File: src/rtl/wb_pipe.sv
// Write-back stage: commits ALU results or load data to the register file, and holds a load in WAIT until it is acknowledged, flushed or timed out.
// Define WB_LOAD_ALIGN_EN to enable byte/halfword load selection with sign/zero extension.
module wb_pipe #(
  parameter int XLEN        = 32,
  parameter int REG_AW      = 5,
  parameter int TIMEOUT_CYC = 15
) (
  input  logic              i_clk,
  input  logic              i_rst,
  input  logic              i_ce,
  input  logic              i_wr_en,
  input  logic [REG_AW-1:0] i_rd_addr,
  input  logic [XLEN-1:0]   i_rd,
  input  logic              i_opcode_load,
  input  logic [2:0]        i_funct3,
  input  logic [1:0]        i_addr_lsb,
  input  logic              i_mem_ack,
  input  logic [XLEN-1:0]   i_mem_loaded,
  input  logic              i_flush,
  output logic              o_stall,
  output logic              o_wr_en,
  output logic [REG_AW-1:0] o_rd_addr,
  output logic [XLEN-1:0]   o_rd,
  output logic              o_ce,
  output logic              o_err
);
  localparam int CW = (TIMEOUT_CYC > 1) ? $clog2(TIMEOUT_CYC) : 1;
  localparam logic [CW-1:0] CNT_LAST = CW'(TIMEOUT_CYC - 1);

  typedef enum logic {IDLE, WAIT} state_t;

  state_t            state;
  logic [CW-1:0]     cnt;
  logic [REG_AW-1:0] rd_addr_q;
  logic              wr_en_q;
  logic              go_wait;
  logic [XLEN-1:0]   ld_now, ld_wait;

  assign o_stall = (state == WAIT);
  assign go_wait = (state == IDLE) && i_ce && !i_flush && i_opcode_load && !i_mem_ack;

`ifdef WB_LOAD_ALIGN_EN
  logic [2:0] funct3_q;
  logic [1:0] addr_lsb_q;

  // Halfwords are picked by the upper offset bit; lsb[0] does not shift them.
  function automatic logic [XLEN-1:0] fmt(input logic [XLEN-1:0] w,
                                          input logic [2:0] f3,
                                          input logic [1:0] lsb);
    logic [7:0]  b;
    logic [15:0] h;
    b = 8'(w >> {lsb, 3'b000});
    h = 16'(w >> {lsb[1], 4'b0000});
    case (f3)
      3'b000:  fmt = {{(XLEN-8){b[7]}}, b};
      3'b001:  fmt = {{(XLEN-16){h[15]}}, h};
      3'b100:  fmt = {{(XLEN-8){1'b0}}, b};
      3'b101:  fmt = {{(XLEN-16){1'b0}}, h};
      default: fmt = w;
    endcase
  endfunction

  always_ff @(posedge i_clk or posedge i_rst)
    if (i_rst) begin
      funct3_q   <= '0;
      addr_lsb_q <= '0;
    end else if (go_wait) begin
      funct3_q   <= i_funct3;
      addr_lsb_q <= i_addr_lsb;
    end

  assign ld_now  = fmt(i_mem_loaded, i_funct3, i_addr_lsb);
  assign ld_wait = fmt(i_mem_loaded, funct3_q, addr_lsb_q);
`else
  logic unused_fmt;
  assign unused_fmt = ^{i_funct3, i_addr_lsb};
  assign ld_now     = i_mem_loaded;
  assign ld_wait    = i_mem_loaded;
`endif

  always_ff @(posedge i_clk or posedge i_rst)
    if (i_rst) begin
      state     <= IDLE;
      cnt       <= '0;
      rd_addr_q <= '0;
      wr_en_q   <= 1'b0;
      o_wr_en   <= 1'b0;
      o_ce      <= 1'b0;
      o_err     <= 1'b0;
      o_rd      <= '0;
      o_rd_addr <= '0;
    end else begin
      o_wr_en <= 1'b0;
      o_ce    <= 1'b0;
      o_err   <= 1'b0;
      case (state)
        IDLE: begin
          if (go_wait) begin
            state     <= WAIT;
            cnt       <= '0;
            rd_addr_q <= i_rd_addr;
            wr_en_q   <= i_wr_en;
          end else if (i_ce && !i_flush) begin
            o_ce      <= 1'b1;
            o_wr_en   <= i_wr_en && (i_rd_addr != '0);
            o_rd_addr <= i_rd_addr;
            o_rd      <= i_opcode_load ? ld_now : i_rd;
          end
        end
        WAIT: begin
          // Flush has priority over both ack and timeout.
          if (i_flush) begin
            state <= IDLE;
            cnt   <= '0;
          end else if (i_mem_ack) begin
            state     <= IDLE;
            cnt       <= '0;
            o_ce      <= 1'b1;
            o_wr_en   <= wr_en_q && (rd_addr_q != '0);
            o_rd_addr <= rd_addr_q;
            o_rd      <= ld_wait;
          end else if (cnt == CNT_LAST) begin
            state <= IDLE;
            cnt   <= '0;
            o_err <= 1'b1;
          end else begin
            cnt <= cnt + 1'b1;
          end
        end
        default: state <= IDLE;
      endcase
    end
endmodule

File: config.mk
export PLATFORM = sky130hd
export DESIGN_NAME = wb_pipe
export DESIGN_NICKNAME = d
export VERILOG_FILES = /design/src/rtl/wb_pipe.sv
export SDC_FILE = /design/constraint.sdc
export NUM_CORES = 1
export LEC_CHECK = 0
export BUFFER_PORTS_ARGS = -buffer_cell sky130_fd_sc_hd__buf_2
export CAP_MARGIN = 20
export CORE_ASPECT_RATIO = 0.5
export CORE_MARGIN = 10
export CORE_UTILIZATION = 49
export CTS_BUF_LIST = sky130_fd_sc_hd__clkbuf_16
export CTS_CLUSTER_SIZE = 24
export DETAILED_ROUTE_END_ITERATION = 16
export PLACE_DENSITY = 0.85
export SLEW_MARGIN = 20
export SYNTH_ARGS = -nofsm -noshare
export SYNTH_HDL_FRONTEND = slang
export SYNTH_SLANG_ARGS = --single-unit
File: constraint.sdc
create_clock -name i_clk -period 2.85 [get_ports i_clk]
set_clock_uncertainty 0.2 [all_clocks]
set_input_delay 0.57 -clock i_clk [delete_from_list [all_inputs] [get_ports i_clk]]
set_output_delay 0.57 -clock i_clk [all_outputs]
set_load 0.05 [all_outputs]
**After elaboration in Yosys (flattened, before gate mapping)**

Index checks and enable logic that the tools add are counted.

- Input bits: 81
- Word-level logic and storage cells: 65
- Bits in registers: 51

- $add $sub $neg: 1
- Equality and inequality tests: 6
- Reductions and logical operators: 13
- Multiplexer cells: 35
- Bitwise gates (word level): 1

Operators by type and width:

| kind | number |
|---|---|
| 32-bit 2-to-1 mux | 5 |
| 32-bit one-hot mux with 2 select lines | 1 |
| 5-bit 2-to-1 mux | 4 |
| 1-bit 2-to-1 mux | 16 |
| 4-bit 2-to-1 mux | 4 |
| 5-bit one-hot mux with 2 select lines | 1 |
| 5-bit nonzero test | 2 |
| 2-bit != test, second input constant | 4 |
| 4-bit one-hot mux with 2 select lines | 1 |
| 1-bit logical AND | 7 |
| 1-bit one-hot mux with 2 select lines | 3 |
| 4-bit by 1-bit adder with 4-bit output, second input constant | 1 |
| 4-bit equality test, second input constant | 1 |
| 4-bit AND reduction | 1 |
| 1-bit zero test | 2 |
| 2-bit by 1-bit != test with 1-bit output, second input constant | 1 |
| 2-bit AND reduction | 1 |
| 1-bit inverter | 1 |

**Logic depth before layout (Yosys ltp)**

Gate-level depths: netlist of the first run.

- Depth in word-level cells: 7
- Mapped depth: 5
- Depth with buffers taken out: 5

**Worst setup path before layout of the first run**

OpenSTA, ideal clock, no wires.

- Kind: register to register
- From: register state, in the netlist o_stall
- To: register o_rd[11]
- Period minus slack after synthesis: 1.974 ns
- Data arrival time: 1.646 ns
- Setup time: 0.128 ns
- Required time: 2.522 ns
- Slack: 0.876 ns
- Stages on the path, launching flop included: 5
- Cell sequence: dfrtp_1 nor2_4 buf_2 mux2_1 mux2_1

- Longest elaborated chain between the ends: 7

Ends and longest elaborated chain:

| what | line | source |
|---|---|---|
| from (decl) | 32 | `state_t state;` |
| from (signal assigned) | 83 | `state <= IDLE;` |
| from (signal assigned) | 99 | `state <= WAIT;` |
| from (signal assigned) | 113 | `state <= IDLE;` |
| 1-bit inverter (no source line) | n/a |  |
| 1-bit logical AND (4 in series) | 40 | `assign go_wait = (state == IDLE) && i_ce && !i_flush && i_opcode_load && !i_mem_ack;` |
| 2-bit != test (no source line) | n/a |  |
| 4-bit AND reduction (no source line) | n/a |  |
| to (signal assigned) | 107 | `o_rd <= i_opcode_load ? ld_now : i_rd;` |
| to (signal assigned) | 121 | `o_rd <= ld_wait;` |
| to (decl) | 23 | `output logic [XLEN-1:0] o_rd,` |

Several ways; a longest one is shown, not always the timed one.
A chain may end at the register's enable or synchronous reset.

**Worst setup path in the final report of the first run**

- From: register state, in the netlist o_stall
- To: register o_rd[2]

Same word-level chain as after synthesis.

==> results.md, run 1 <==
- Startpoint Class: flop
- Row cnt: 18
- Netlist cell types: 27
- Setup CP Type: reg2reg
- Post-CTS Resized: 0
- Average wire per standard cell: 16.4 um
- CTS root buf: clkbuf_16
- Ports: 122
- Count of nets after finishing: 378
- Global-route wire length before repair: 9660 um
- Rel. slew slack: 0.637
- Synthesized area: 2480 sq um
- Clock power frac: 0.296
- Internal cell power: 1.64 mW
- Worst-Margin Slew: 0.545 ns
- Dpl hpwl: 4900 um
- Switching Fraction: 0.364
- CTS max path bufs: 2
- R2R Path End: o_rd[2]
- Slew Limit Fails: 0
- Grt total ovfl: 0
- Worst EP required: 2.82 ns
- Final cell count without fillers: 366
- Initial antenna violation count: 0
- Max_cap viols: 0
- CP Capture Type: flop
- Switch Pwr: 0.937 mW
- Number of iterations in the first detailed-routing pass: 4
- Routed WL: 6020 um
- Vias: 1,839
- Finished Core Util: 0.682
- RSZ-0062 raised after global routing: no
- Residual DRC count: 0
- Sequential power share: 0.363
- Die Span X: 121 um
- Tot Pwr: 2.57 mW
- Sink Count: 51
- Inserted Clock Buffers: 5
- Hold path endpoint: o_rd[31]
- Gate power share: 0.340
- Die Ht: 70.3 um
- DRT antenna net count: 0
- IO Port Bufs: 116
- Maximum level of the CTS H-tree: 2
- Post-Syn Instances: 173
- Inserted Diodes: 0
- Setup ws final: 0.670 ns
- CP Max Fanout: 25
- Effective utilization at floorplan: 0.505
- Worst-Skew Late Latency: 0.29 ns
- Post-synth EDFFs: 0
- Fin crit share: 0.765
- Status: finished, final reports clean
- Register area share after synthesis: 0.515
- Max IR drop VDD: 358 uV
- Final Hold Fails: 0
- Reg clk slew, reported paths: 0.07 ns
- Dpl cells: 357
- Minimum clock period: 2.18 ns
- CORE AREA: 4910 sq um
- Arr. time, crit path: 2.15 ns
- Worst r2r path cells: 5
- Final instance area: 3350 sq um
- FF-to-FF Start: o_stall
- Avg Inst Size Synth: 14.3 sq um
- Share of cells above drive strength 1: 0.628
- Area delta synth->final: 35.0%
- Fin Hold WS: 0.291 ns
- R2r setup slk: 0.67 ns
- Most used DFF post-synth: dfrtp_1
- DR iter-0 viols: 65
- Pin count of the biggest net entering global routing: 30
- PD cells: 769 nW/um^2
- Setup TNS: 0 ns
- DP Area: 3140 sq um
- Min-Delay Path Class: reg2reg
- Synth warn: 0
- Final setup fails: 0
- Count of state elements after synthesis: 51
- Post-synthesis async set-or-reset flop share: 1.00
- Syn Nets: 256
- GRT Total Usage: 0.137
- Routability Congestion: 0.783
- Pre-CTS WS: 0.617 ns
- Critical hold path startpoint: o_rd[31]
- Routed vias/inst: 5.02
- CTS tree: built
- Vias in the first global route: 1,998
- Worst Hold Depth: 1
- Peak Freq: 459 MHz
- DIE AREA: 8480 sq um
- Leak pwr: 1.64 nW
## cell usage after synthesis, types with 2 or more instances
master     n  area (sq um)
nor4bb_1   2          20.0
nand3_1    3          15.0
inv_1      5          18.8
mux2_2    53           597
nor2_1     3          11.3
ha_1       2          25.0
buf_6      3          33.8
dfrtp_1   51          1280
buf_2      5          25.0
or4_1      2          15.0
mux2_1    28           315
## worst max-delay path, cell delays in order (launching register included)
cell and delay [ns]:
dfrtp_1 0.69, nor2_4 0.04, buf_4 0.22, o221ai_4 0.18
buf_4 0.36, mux2_2 0.38
## layout by cell type, fill, tap and decap left out
cell type | netlist | routed
a31oi_1 | 1 | 1
nor2b_1 | 1 | 1
clkbuf_16 | 0 | 5
inv_1 | 5 | 4
nand3_1 | 3 | 3
clkinvlp_4 | 0 | 1
mux2_2 | 53 | 53
o221ai_1 | 1 | 1
o221ai_4 | 0 | 1
nand4_1 | 1 | 1
mux2_1 | 28 | 28
nor4bb_1 | 2 | 2
bufinv_16 | 0 | 2
buf_2 | 5 | 116
inv_2 | 0 | 1
dlygate4sd3_1 | 0 | 1
or4_1 | 2 | 2
o2bb2ai_1 | 1 | 1
and2_1 | 1 | 1
nor3b_1 | 1 | 1
nor2_1 | 3 | 3
or3b_1 | 1 | 1
nand4b_1 | 1 | 1
a211o_1 | 1 | 1
nor3_1 | 1 | 1
ha_1 | 2 | 2
dfrtp_1 | 51 | 51
nand2_1 | 1 | 1
o21ai_1 | 1 | 1
nor2_4 | 1 | 1
buf_4 | 0 | 6
a221o_1 | 1 | 1
## power groups by stage
stage	clock network, mW	registers (mW)	logic [mW]
CTS	0.774	0.936	0.890
finish	0.763	0.935	0.876
global placement	0	0.937	0.867
floorplan	0	1.37	0.214
detailed placement	0	0.948	0.887
global route	0.800	0.954	0.923
## timing repair
| item | CTS | global route |
|---|---|---|
| hold buffers | 1 | 0 |
| setup buffers | 0 | 0 |
| endpoints found under the hold margin | 6 | 0 |
## layout make-up
class,instances,area [sq um]
Sequential cell,51,1280
Timing Repair Buffer,123,636
Inverter,5,18.8
Fill cell,367,1560
Multi-Input combinational cell,109,1140
Tap cell,70,87.6
Clock inverter,3,67.6
Clock buffer,5,125
## routing by layer
layer  global-route usage  vias to the layer above  routed length, um
met1                0.135                      908               2140
met2                0.266                       52               3360
met4               0.0346                        0                 38
li1                     -                      875                  -
met3               0.0481                        4                473
met5                    0                        -                  0
## logic make-up after synthesis
group	after synthesis	share of synthesized area
mux	81	0.368
flops	51	0.515
simple gates	19	0.0505
buf+inv	13	0.0313
compound gates	7	0.0252
fa+ha+maj	2	0.0101
## state kept, by name, summed over array words and instances, names as in the netlist
| name | flops |
|---|---|
| rd_addr_q | 5 |
| o_err | 1 |
| o_wr_en | 1 |
| o_rd_addr | 5 |
| o_ce | 1 |
| cnt | 4 |
| wr_en_q | 1 |
| o_rd | 32 |
| o_stall | 1 |
## worst max path at each step
| stage | startpoint | to | slack [ns] | cells past startpoint |
|---|---|---|---|---|
| 2_1_floorplan | i_rst | cnt[0] | 0.85 | 1 |
| 3_3_place_gp | i_opcode_load | o_rd[2] | 0.65 | 6 |
| 3_5_place_dp | i_opcode_load | o_rd[9] | 0.62 | 6 |
| 4_1_cts | o_stall | o_rd_addr[3] | 0.65 | 5 |
| 5_1_grt | o_stall | o_rd[12] | 0.55 | 5 |
| 6_report | o_stall | o_rd[2] | 0.67 | 5 |
Power figures use the tool's default switching activity.
==> run 2: changes to the inputs <==
--- a/config.mk
+++ b/config.mk
@@ -9,11 +9,11 @@
 export CAP_MARGIN = 20
 export CORE_ASPECT_RATIO = 0.5
 export CORE_MARGIN = 10
-export CORE_UTILIZATION = 49
+export CORE_UTILIZATION = 46
 export CTS_BUF_LIST = sky130_fd_sc_hd__clkbuf_16
 export CTS_CLUSTER_SIZE = 24
 export DETAILED_ROUTE_END_ITERATION = 16
-export PLACE_DENSITY = 0.85
+export PLACE_DENSITY = 0.8
 export SLEW_MARGIN = 20
 export SYNTH_ARGS = -nofsm -noshare
 export SYNTH_HDL_FRONTEND = slang
==> constraint.sdc (replaced) <==
create_clock -name i_clk -period 2.3 [get_ports i_clk]
set_clock_uncertainty 0.2 [all_clocks]
set_input_delay 0.46 -clock i_clk [delete_from_list [all_inputs] [get_ports i_clk]]
set_output_delay 0.46 -clock i_clk [all_outputs]
set_load 0.05 [all_outputs]
==> results.md, run 2 (same netlist as run 1, synthesis figures left out) <==
- Status: finished, final reports clean
- Reg clk slew, reported paths: 0.07 ns
- Share of cells above drive strength 1: 0.627
- Area occupied by multi-input gates: 1140 sq um
- Regs by FF count: o_rd x32, o_rd_addr x5, rd_addr_q x5
- Global-route wire length before repair: 10,100 um
- R2r setup slk: 0.46 ns
- Grt total ovfl: 0
- Post-CTS Resized: 0
- Sink Count: 51
- Setup TNS: 0 ns
- CTS max path bufs: 2
- Die Ht: 71.9 um
- Minimum clock period: 1.92 ns
- Most flops, register: o_rd
- Number of flip-flops under the largest register name: 32
- CP Capture Type: primary output
- Slew Limit Fails: 0
- Setup ws final: 0.385 ns
- FF-to-FF Start: o_stall
- Dpl hpwl: 5100 um
- Crit path from: o_stall
- Die Span X: 124 um
- Dpl cells: 357
- Commonest non-fill, non-tap cells in the layout: 116 x buf_2, 53 x mux2_2, 51 x dfrtp_1
- Peak Freq: 522 MHz
- Pre-CTS WS: 0.281 ns
- Average wire per standard cell: 17.2 um
- Ports: 122
- Effective utilization at floorplan: 0.489
- Final setup fails: 0
- Final instance area: 3330 sq um
- Register area: 1280 sq um
- Initial antenna violation count: 0
- PD cells: 919 nW/um^2
- Area delta synth->final: 34.5%
- GRT Total Usage: 0.140
- Maximum level of the CTS H-tree: 2
- Routed WL: 6270 um
- Final Hold Fails: 0
- CP Max Fanout: 12
- Max IR drop VDD: 538 uV
- Vias: 1,855
- Setup CP Type: reg2out
- Residual DRC count: 0
- Worst r2r path cells: 4
- DRT antenna net count: 0
- Routability Congestion: 0.773
- Number of iterations in the first detailed-routing pass: 4
- Row cnt: 18
- RSZ-0062 raised after global routing: no
- CTS tree: built
- Worst EP required: 1.64 ns
- Fillers: 383
- Pin count of the biggest net entering global routing: 52
- Inserted Clock Buffers: 5
- Min-Delay Path Class: in2async
- Inserted Diodes: 0
- Routed vias/inst: 5.08
- Leak pwr: 1.63 nW
- CTS root buf: clkbuf_16
- Rel. slew slack: 0.739
- Vias in the first global route: 2,114
- Arr. time, crit path: 1.26 ns
- Cts hold-fix bufs: 0
- Worst-Skew Late Latency: 0.28 ns
- Startpoint Class: flop
- Count of nets after finishing: 377
- Post-CTS setup buffer count: 0
- Final cell count without fillers: 365
- DIE AREA: 8900 sq um
- DR iter-0 viols: 56
- Worst-Margin Slew: 0.389 ns
- Max_cap viols: 0
- DP Area: 3170 sq um
- Commonest non-fill, non-tap cell in the layout: buf_2
- Fin crit share: 0.833
- Fin Hold WS: 0.00504 ns
- CORE AREA: 5070 sq um
- IO Port Bufs: 116
## run 2: cell count changes in the layout (fill, tap and decap cells not counted), sizes merged
| cell | previous run | this run |
|---|---|---|
| clkinvlp | 1 | 0 |
| bufinv | 2 | 1 |
| dlygate4sd3 | 1 | 0 |
| clkinv | 0 | 2 |
## run 2: final cells by class
class                   instances  share of cell area
flip-flops and latches         51               0.383
multi-input cells             109               0.341
repair buffers                122               0.195
clock buffers                   5              0.0375
well taps                      70              0.0263
clock inverters                 3              0.0116
inverters                       5             0.00563
## run 2: path summary, 6_finish.rpt
check,to
worst max-delay path,o_stall
worst min register to register,o_rd[14]
max in group asynchronous,rd_addr_q[0]
min in group i_clk,rd_addr_q[0]
worst max register to register,o_rd[16]
worst min-delay path,o_rd[14]
## run 2: metal layers
metal  part of all wire  vias up  track usage
met1               0.35      920        0.140
met3              0.070        4       0.0409
met2               0.57       57        0.275
met4             0.0083        0       0.0411
met5                  0        -            0
li1                   -      874            -
## run 2: critical path: stages (launching register included)
cell and delay, ns:
dfrtp_1 0.45, buf_4 0.23, buf_2 0.29
## run 2: power by group
group          switching, mW  internal, mW
Sequential            0.0856          1.07
Combinational          0.752         0.339
Clock                  0.309         0.508
Total                   1.15          1.92
## run 2: through the flow
| stage | power (mW) | util |
|---|---|---|
| finish | 3.06 | 0.658 |
| global placement | 2.24 | 0.625 |
| detailed placement | 2.28 | 0.625 |
| global route | 3.21 | 0.658 |
| CTS | 3.10 | 0.658 |
| floorplan | 1.97 | - |
